==> config.mk <==
export PLATFORM = sky130hd
export DESIGN_NAME = fetch_unit
export DESIGN_NICKNAME = d
export VERILOG_FILES = /design/src/rtl/fetch_unit.sv
export SDC_FILE = /design/constraint.sdc
export NUM_CORES = 1
export LEC_CHECK = 0
export CORE_MARGIN = 2
export CORE_UTILIZATION = 35
export CTS_CLUSTER_DIAMETER = 120
export DETAILED_ROUTE_END_ITERATION = 10
export HOLD_SLACK_MARGIN = 0.12
export PLACE_DENSITY = 0.65
export SLEW_MARGIN = 0
export SYNTH_ARGS = -nofsm -noshare
export SYNTH_HDL_FRONTEND = slang
export SYNTH_SLANG_ARGS = --single-unit
==> constraint.sdc <==
create_clock -name clk -period 5.8 [get_ports clk]
set_input_delay 1.45 -clock clk [delete_from_list [all_inputs] [get_ports clk]]
set_output_delay 1.45 -clock clk [all_outputs]
set_load 0.02 [all_outputs]
==> src/rtl/fetch_unit.sv <==
// Instruction fetch front end: one outstanding memory request, redirect handling,
// and a small in-order queue that hands {pc, instr} entries to decode.
//
// state        | meaning
// IDLE         | nothing outstanding, may issue a request
// WAIT         | one request outstanding, response will be queued
// WAIT_DISCARD | one request outstanding, response will be dropped
module fetch_unit #(
    parameter logic [31:0] RESET_PC = 32'h0000_0000,
    parameter int          DEPTH    = 2
) (
    input  logic        clk,
    input  logic        rst_n,
    input  logic        redirect_valid,
    input  logic [31:0] redirect_pc,
    output logic        imem_req,
    output logic [31:0] imem_addr,
    input  logic        imem_gnt,
    input  logic        imem_rvalid,
    input  logic [31:0] imem_rdata,
    output logic [31:0] fetch_pc,
    output logic        if_valid,
    output logic [31:0] if_pc,
    output logic [31:0] if_instr,
    input  logic        if_ready
);

    localparam int PW = $clog2(DEPTH);
    localparam int CW = $clog2(DEPTH + 1);

    typedef enum logic [1:0] {
        IDLE,
        WAIT,
        WAIT_DISCARD
    } state_t;

    state_t          state_q, state_d;
    logic [31:0]     fetch_pc_q;
    logic [31:0]     addr_q;
    logic [PW-1:0]   rd_ptr, wr_ptr;
    logic [CW-1:0]   count;
    logic [31:0]     q_pc    [DEPTH];
    logic [31:0]     q_instr [DEPTH];
    logic            grant, push, pop;

    // Gated by rst_n so no request is visible while reset is asserted.
    assign imem_req  = rst_n && (state_q == IDLE) && (count < CW'(DEPTH)) && !redirect_valid;
    assign imem_addr = fetch_pc_q;
    assign fetch_pc  = fetch_pc_q;
    assign grant     = imem_req && imem_gnt;
    assign push      = (state_q == WAIT) && imem_rvalid && !redirect_valid;
    assign pop       = (count != '0) && if_ready && !redirect_valid;

    assign if_valid  = (count != '0);
    assign if_pc     = q_pc[rd_ptr];
    assign if_instr  = q_instr[rd_ptr];

    always_comb begin
        state_d = state_q;
        case (state_q)
            IDLE: begin
                if (grant) state_d = WAIT;
            end
            WAIT: begin
                if (imem_rvalid)         state_d = IDLE;
                else if (redirect_valid) state_d = WAIT_DISCARD;
            end
            WAIT_DISCARD: begin
                if (imem_rvalid) state_d = IDLE;
            end
            default: state_d = IDLE;
        endcase
    end

    always_ff @(posedge clk or negedge rst_n) begin
        if (!rst_n) begin
            state_q    <= IDLE;
            fetch_pc_q <= RESET_PC;
            addr_q     <= RESET_PC;
            rd_ptr     <= '0;
            wr_ptr     <= '0;
            count      <= '0;
        end else begin
            state_q <= state_d;
            if (redirect_valid) begin
                fetch_pc_q <= redirect_pc & 32'hFFFF_FFFC;
                rd_ptr     <= '0;
                wr_ptr     <= '0;
                count      <= '0;
            end else begin
                if (grant) begin
                    addr_q     <= fetch_pc_q;
                    fetch_pc_q <= fetch_pc_q + 32'd4;
                end
                if (push) wr_ptr <= (wr_ptr == PW'(DEPTH - 1)) ? '0 : wr_ptr + 1'b1;
                if (pop)  rd_ptr <= (rd_ptr == PW'(DEPTH - 1)) ? '0 : rd_ptr + 1'b1;
                if (push && !pop)      count <= count + 1'b1;
                else if (pop && !push) count <= count - 1'b1;
            end
        end
    end

    // Storage needs no reset: entries are only read while count is non-zero.
    always_ff @(posedge clk) begin
        if (push) begin
            q_pc[wr_ptr]    <= addr_q;
            q_instr[wr_ptr] <= imem_rdata;
        end
    end

endmodule

## Yosys cells after proc, flatten, opt, wreduce, memory -nomap -nowiden

Memory sizes are Yosys's and may differ from the RTL's.
Index checks and enable logic that the tools add are counted.
W data, S select, Z words.

| operators by class | value |
|---|---|
| $add $sub $neg | 5 |
| magnitude comparators | 1 |
| equal/unequal tests | 5 |
| mux-type cells | 18 |
| bitwise gates (word level) | 1 |
| reductions and logical operators | 21 |

Operators with widths:

| cell | count |
|---|---|
| $mux W32 | 2 |
| $add A32 B3 Y32 const B | 1 |
| $mux W2 | 7 |
| $logic_and A1 B1 Y1 | 10 |
| $mux W1 | 8 |
| $reduce_bool A2 Y1 | 4 |
| $pmux W2 S3 | 1 |
| $ne A2 B2 Y1 const B | 2 |
| $logic_not A1 Y1 | 3 |
| $ne A3 B3 Y1 const B | 1 |
| $reduce_and A3 Y1 | 1 |
| $reduce_bool A3 Y1 | 1 |
| $add A1 B1 Y1 const B | 2 |
| $add A2 B1 Y2 const B | 1 |
| $eq A2 B1 Y1 const B | 1 |
| $eq A2 B2 Y1 const B | 1 |
| $logic_not A2 Y1 | 1 |
| $lt A2 B2 Y1 const B | 1 |
| $reduce_and A2 Y1 | 1 |
| $sub A2 B1 Y2 const B | 1 |
| $not A1 Y1 | 1 |

| word-level totals | value |
|---|---|
| register bits after elaboration | 70 |
| memory bits (writable) | 128 |
| input bits | 70 |
| output and inout port bits | 130 |
| logic and storage cells | 59 |
| memories kept | 2 |

Memory list:

| name | depth | bits a word | read ports | clocked after memory_dff | wr ports | RTL line | text |
|---|---|---|---|---|---|---|---|
| q_instr | 2 | 32 | 1 | 0 | 1 | 43 | `logic [31:0] q_instr [DEPTH];` |
| q_pc | 2 | 32 | 1 | 0 | 1 | 42 | `logic [31:0] q_pc [DEPTH];` |

## Longest topological paths before layout

| depth | value |
|---|---|
| depth after elaboration | 8 |
| depth in mapped cells | 7 |

## Worst setup path after synthesis

Ideal clock, no wire load.

| path | value |
|---|---|
| path kind | in2reg |
| from | input redirect_valid |
| to | memory q_instr[1][0] (enable) |
| setup time | 571 ps |
| arrival | 6417 ps |
| required time | 5229 ps |
| slack | -1188 ps |
| stages | 3 |
| buffers on the path | 2 |
| path through | clkbuf_1 -> clkbuf_1 -> nor3b_1 |

| on the way | value |
|---|---|
| cells in the longest elaborated chain, start to end | 4 |

Ends and longest elaborated chain:

| what | RTL line | text |
|---|---|---|
| start, declared | 14 | `input logic redirect_valid,` |
| $logic_not A1 Y1 | 51 | `assign push = (state_q == WAIT) && imem_rvalid && !redirect_valid;` |
| $logic_and A1 B1 Y1 | 51 |  |
| $mux W1 | 105 | `if (push) begin` |
| $mux W1 (implied by the code) | 107 | `q_instr[wr_ptr] <= imem_rdata;` |
| end, declared | 43 |  |

Every way passes these cells.

## Final worst setup path

| path | value |
|---|---|
| from | input rst_n |
| to | output imem_req |

| on the way | value |
|---|---|
| cells in the longest elaborated chain, start to end | 3 |

Ends and longest elaborated chain:

| what | RTL line | text |
|---|---|---|
| start, declared | 13 | `input logic rst_n,` |
| $logic_and A1 B1 Y1 (3 in a row) | 47 | `assign imem_req = rst_n && (state_q == IDLE) && (count < CW'(DEPTH)) && !redirect_valid;` |
| end, declared | 16 | `output logic imem_req,` |

Every way passes these cells.

==> reports/summary.json <==
{
  "timing.final.crit_share_pct": 77.01,
  "grt_antenna_before_repair": 1,
  "final-instance-count-excl-fill": 1050,
  "die-area_um2": 23990,
  "power.static_leakage_nw": 3.898,
  "number_of_buffers_between_clock_root_and_the_deepest_sink": 2,
  "power-per-cell-area_nw_per_um2": 304.2,
  "wl_mm": 18.60,
  "globalplace.congestion": 0.7693,
  "max_freq_mhz": 223.9,
  "yosysWarnings": 0,
  "final.fill_count": 2013,
  "critical_path.cell_chain": "buf_4 > nor4b_4 > nor2b_1 > clkdlybuf4s50_1",
  "post_route_cells_drive_above_1_share_pct": 14.53,
  "grt_setup_unrepaired": "no",
  "cp_class": "input port to output pin",
  "clock_sink_count": 190,
  "crit_path_arrival_time_ns": 3.02,
  "h-tree-depth": 4,
  "cts.root.buffer_cell": "sky130_fd_sc_hd__clkbuf_16",
  "final.hold.worst_slack_ns": 0.4671,
  "global_route_usage_over_all_layers_pct": 15.78,
  "critical_path_buf_inv_count": 2,
  "initial_utilization_pct": 35.41,
  "num_rows": 55,
  "grt_first_pass_wirelength_mm": 28.90,
  "finalCoreUtilization_pct": 46.89,
  "path_category_of_the_worst_min_delay_check": "flop to flop",
  "drv_cap": 0,
  "grt_pass1_vias": 5241,
  "drt_pre_antenna_iters": 5,
  "detail_route.vias_per_cell": 4.910,
  "place_inst": 1017,
  "fin_worst_skew_ns": 0.01273,
  "cts_buffers": 17,
  "port_buf_inserts": 191,
  "vdd_drop_max_mv": 0.1218,
  "finalSetupViolCount": 0,
  "worst_setup_path_end_kind": "output pin",
  "worst-slew-pin-transition_ns": 0.9320,
  "cts_resized": 0,
  "syn-cell-area_um2": 7968,
  "crit_path_max_fanout": 27,
  "maximum_number_of_pins_on_one_net_before_global_route_repair": 64,
  "critical_path.max_stage_delay_ns": 0.61,
  "post-place-ws_ns": 1.314,
  "area_growth_pct": 32.44,
  "fp.dieH_um": 154.9,
  "core_area_um2": 22500,
  "synth-seq-area-share_pct": 67.46,
  "cell_family_with_most_cp_delay": "buffers and inverters",
  "max_slew_margin_pct": 37.29,
  "final_antenna_net_count": 0,
  "layout_min_cycle_time_ns": 4.467,
  "post_dp_cell_area_um2": 9955,
  "fin_tns_setup_ns": 0,
  "cell_count_after_synthesis": 592,
  "clk_latency_ns": 0.43,
  "ys_seq_elements": 190,
  "die_w_um": 154.9,
  "grt_overflow": 0,
  "crit_path_top_delay_cell": "sky130_fd_sc_hd__clkdlybuf4s50_1",
  "synth_top_area_share_pct": 46.73,
  "drc": 0,
  "postSynth.asyncResetShare_pct": 34.74,
  "synth_top_flop_cell": "sky130_fd_sc_hd__edfxtp_1",
  "postLayoutSetupSlackWorst_ns": 1.333,
  "cts_hold_buf": 0,
  "report.final.slew_viol_count": 0,
  "clock_tree_from_tritoncts": "done",
  "synth-edff-count": 124,
  "synth.lib_cells_used.distinct": 51,
  "detailedPlacementHpwl_mm": 11.97,
  "wire_per_inst_um": 17.71,
  "design.final.nets": 822,
  "synth_top_area_cell": "sky130_fd_sc_hd__edfxtp_1",
  "post_synth.cell_area_avg_um2": 13.46,
  "crit_path_start_kind": "input port",
  "drt_iter0_drc": 236,
  "worst-endpoint-required_ns": 4.35,
  "final_design_area_no_fill_um2": 10550,
  "total_power_draw_mw": 3.210,
  "clkTransAtPathRegs_ns": 0.07,
  "cells_taking_the_most_area_after_synthesis": "sky130_fd_sc_hd__edfxtp_1 (47%), sky130_fd_sc_hd__dfrtp_1 (21%), sky130_fd_sc_hd__mux2_2 (8.9%), sky130_fd_sc_hd__nand2_1 (5.3%), sky130_fd_sc_hd__buf_4 (3.6%)",
  "ioPinCount": 200,
  "detailroute.via_count": 5156,
  "final-hold-violation-count": 0,
  "postCtsSetupRepairBufs": 0,
  "status": "finished clean"
}
[cell type report]
| class | count | area, um2 | area share, % |
|---|---|---|---|
| Inverter | 5 | 18.77 | 0.1779 |
| Sequential cell | 190 | 5379 | 50.97 |
| Clock inverter | 13 | 162.7 | 1.541 |
| Clock buffer | 19 | 432.9 | 4.102 |
| Tap cell | 285 | 356.6 | 3.379 |
| Timing Repair Buffer | 199 | 1977 | 18.73 |
| Multi-Input combinational cell | 338 | 2223 | 21.07 |
| Antenna cell | 1 | 2.502 | 0.02371 |
[power breakdown]
part	switching, mW	internal [mW]
logic	0.194	0.190
registers	0.0915	1.55
clock network	0.505	0.683
total	0.790	2.42
[final timing paths]
check / startpoint / endpoint / slack (ns) / cells past startpoint
min: addr_q[16] / q_pc[0][16] / 0.47 / 0
min reg2reg: addr_q[16] / q_pc[0][16] / 0.47 / 0
min in group asynchronous: rst_n / addr_q[27] / 0.94 / 1
max: rst_n / imem_req / 1.33 / 4
max in group asynchronous: rst_n / rd_ptr / 3.94 / 2
max reg2reg: count[1] / fetch_pc[9] / 3.18 / 6
[flip-flops by register name (all words and copies together), names as in the netlist]
| signal | flops |
|---|---|
| addr_q | 30 |
| count | 2 |
| fetch_pc | 30 |
| q_instr | 64 |
| q_pc | 60 |
| rd_ptr | 1 |
| state_q | 2 |
| wr_ptr | 1 |
[synth_stat cells (6+ instances only)]
cell type / n
sky130_fd_sc_hd__buf_2: 7
sky130_fd_sc_hd__mux2_2: 63
sky130_fd_sc_hd__nor2b_1: 7
sky130_fd_sc_hd__clkbuf_1: 13
sky130_fd_sc_hd__nor3_1: 6
sky130_fd_sc_hd__a221o_1: 9
sky130_fd_sc_hd__o211ai_1: 6
sky130_fd_sc_hd__o21ai_0: 21
sky130_fd_sc_hd__nand2_1: 112
sky130_fd_sc_hd__nor2_1: 15
sky130_fd_sc_hd__edfxtp_1: 124
sky130_fd_sc_hd__nand3_1: 8
sky130_fd_sc_hd__buf_4: 38
sky130_fd_sc_hd__dfrtp_1: 66
sky130_fd_sc_hd__nand4_1: 12
sky130_fd_sc_hd__a21oi_1: 8
[cells in the final DEF (no fill, tap or decap), types with 5 or more instances in the layout]
master                            synthesis  layout
sky130_fd_sc_hd__clkdlybuf4s50_1          0     189
sky130_fd_sc_hd__edfxtp_1               124     124
sky130_fd_sc_hd__nand2_1                112     112
sky130_fd_sc_hd__dfrtp_1                 66      65
sky130_fd_sc_hd__mux2_2                  63      63
sky130_fd_sc_hd__o21ai_0                 21      21
sky130_fd_sc_hd__clkbuf_16                0      17
sky130_fd_sc_hd__nor2_1                  15      15
sky130_fd_sc_hd__nand4_1                 12      12
sky130_fd_sc_hd__a221o_1                  9       9
sky130_fd_sc_hd__nand3_1                  8       8
sky130_fd_sc_hd__a21oi_1                  8       8
sky130_fd_sc_hd__buf_4                   38       8
sky130_fd_sc_hd__nor2b_1                  7       7
sky130_fd_sc_hd__o211ai_1                 6       6
sky130_fd_sc_hd__conb_1                   1       6
sky130_fd_sc_hd__nor3_1                   6       5
sky130_fd_sc_hd__inv_1                    5       5
sky130_fd_sc_hd__o311ai_0                 5       5
[metal layers]
layer  up-vias  GRT usage, %  wire, um
met5         -             0         0
met1      2528         20.44      8223
met2       165         25.78      8915
met4         0         6.305       412
li1       2441             -         -
met3        22         3.649      1047
[cell families (layout without fill, tap and decap cells)]
family	count (synthesis)	after routing	share of synthesized area, %
mux	64	64	9.030
flops	190	190	67.46
simple gates	193	193	11.54
buf+inv	69	236	5.166
compound gates	69	69	6.046
other cells	1	7	0.04707
fa+ha+maj	1	1	0.1570
xor+xnor	5	5	0.5496
No activity file was read; power rests on OpenSTA's default activity.
==> RTL change (config.mk and constraints unchanged) <==
Set the parameter `DEPTH` to 4 (it was 2).
--- a/src/rtl/fetch_unit.sv
+++ b/src/rtl/fetch_unit.sv
@@ -7,7 +7,7 @@
 // WAIT_DISCARD | one request outstanding, response will be dropped
 module fetch_unit #(
     parameter logic [31:0] RESET_PC = 32'h0000_0000,
-    parameter int          DEPTH    = 2
+    parameter int          DEPTH    = 4
 ) (
     input  logic        clk,
     input  logic        rst_n,
Function: changed (Yosys sat finds a counterexample within 10 cycles, from zero or initial values and one cycle with rst_n low).
==> RTL change against the unedited design <==
- register-to-register slack worse by 0.19 ns
- clock skew up 0.0092 ns
- critical path depth unchanged
- routed wire length up 57%
- area after synthesis up 59%
- sequential cell count up 127
- total power up 110%
- global-route usage down 0.22 points
- setup slack worse by 0.18 ns
- die area up 57%
- non-clock buffer count down 1
- sequential share of layout area up 6.3 points
- cell area up 52%
- fmax down 3.9%
==> RTL change: results (changes against the unedited design) <==
The worst register-to-register path begins at fetch_pc[10]. The number of inserted diodes came out at 0 (-1). The initial antenna violation count is 0 (-1). The startpoint identified for the worst hold timing path is addr_q[3].

The arrival time of the worst setup path is 3.20 ns (+0.18 ns). The largest clock skew in the final design came out at 0.02198 ns (+0.009249 ns). The worst hold path endpoint is q_pc[0][3].

The complex-gate fraction of the synthesized area is 3.900% (-2.1 points). The total congestion overflow after global routing was 0 (unchanged). The number of violations reported at the end of detailed-routing iteration 0 came to 489 (+110%).

The latest clock arrival within the worst-skew pair is 0.51 ns (+0.08 ns). The cell leakage power is 5.508 nW (+41%). The number of synthesized flops with an enable pin came out at 248 (+100%). The via count of the routed design is 7143 (+39%). The pin slew with the least headroom to its limit came out at 1.127 ns (+0.1950 ns). The synthesized-area fraction occupied by adder cells came to 0.7505% (+0.59 points). The global-route wire length before repair was 45290 um (+57%). The half-perimeter wire length after placement was 17230 um (+44%). The level count of the clock H-tree came out at 2 (-2). In the post-synthesis netlist, the biggest area contributors are edfxtp_1 59%, dfrtp_1 14%, mux4_2 11%, nand2_1 3.7%, buf_4 2.1%.

The highest fanout seen on the critical path is 4 (-85%). The maximum number of pins on one net before global-route repair is 71 (+11%). The multiplexer area fraction after synthesis is 11.10% (+2.1 points). The reg-to-reg critical path endpoint is fetch_pc[27]. The depth of the most critical reg-to-reg path is 5 (-1). The most common library cell in the layout ignoring fill and taps is edfxtp_1. The final net count came to 1009 (+23%). The placer congestion estimate is 0.7491 (-2.6%). The number of buffers added on ports came out at 191 (unchanged). The sequential area share after synthesis came out at 72.40% (+4.9 points).

The share of synthesized registers carrying an async set or reset came out at 21.77% (-13 points). The clock root buffer is clkbuf_16. The area share of xor/xnor cells in the synthesized design was 0.2765% (-0.27 points).

The share of post-route cells with drive strength above 1 came out at 14.58% (+0.055 points). By count the netlist is led by 248 x edfxtp_1, 126 x nand2_1, 69 x dfrtp_1. The worst voltage drop across the vdd grid came out at 0.0002926 V (+140%). The fill cell total of the finished layout is 3144 (+56%).

The net switching power is 1.822 mW (+130%). The maximum count of clock buffers along a single path came out at 3 (+1). The number of clock buffers inserted by TritonCTS came out at 36 (+19). The global router's overall resource usage is 15.56% (-0.22 points). The number of iterations in the first detailed-routing pass came out at 4 (-1). The via count of the first global-routing pass came out at 7464 (+42%). The flow ran to the end, and the final reports show no timing, DRC or antenna violations. The detail-routed net length per standard cell is 20.49 um (+16%). The number of distinct library cell variants in the gate-level netlist after synthesis is 49 (-3.9%). The setup slack on the worst flop-to-flop path is 2.99 ns (-0.19 ns). The largest registers in the layout are q_instr x128, q_pc x120.
==> RTL change: stage by stage <==
step	setup slack [ns]	instance area [um2]	hold WS (ns)	cells
2_1_floorplan	1.926	12690	0.4758	769
3_3_place_gp	1.175	14800	0.4932	1355
3_5_place_dp	1.169	14800	0.5105	1355
4_1_cts	1.158	16020	0.5210	1421
5_1_grt	1.135	16020	0.5465	1421
6_report	1.151	16020	0.5131	1421
==> RTL change: power by group through the flow <==
stage | clock network (mW) | registers (mW) | logic, mW
detailed placement | 0 | 3.07 | 1.35
floorplan | 0 | 2.91 | 0.879
global placement | 0 | 3.05 | 1.34
global route | 2.49 | 3.07 | 1.44
finish | 2.34 | 3.01 | 1.34
CTS | 2.40 | 3.03 | 1.36
==> RTL change: metal layers <==
layer	wire length, um	track usage, %	vias up	share of wire [%]
met5	0	0	-	0
met4	544	3.956	0	1.9
met3	1744	3.409	44	6.0
met2	13700	24.58	254	47
met1	13120	21.93	3602	45
li1	-	-	3243	-
==> RTL change: worst max-delay path by stage <==
stage | startpoint | to | slack (ns) | cells past startpoint
final | redirect_valid | imem_req | 1.15 | 4
after global routing | redirect_valid | imem_req | 1.14 | 4
after CTS | redirect_valid | imem_req | 1.16 | 4
after detailed placement | redirect_valid | imem_req | 1.17 | 4
after global placement | redirect_valid | imem_req | 1.17 | 4
after floorplan | redirect_valid | imem_req | 1.93 | 3
==> RTL change: layout make-up <==
cell class              instances  area (um2)  share of cell area (%)
clock buffers                  45       965.9                   6.028
flip-flops and latches        317        9181                   57.30
clock inverters                21       261.5                   1.632
well taps                     461       576.8                   3.600
multi-input cells             368        3035                   18.94
inverters                      11       41.29                  0.2577
repair buffers                198        1962                   12.24
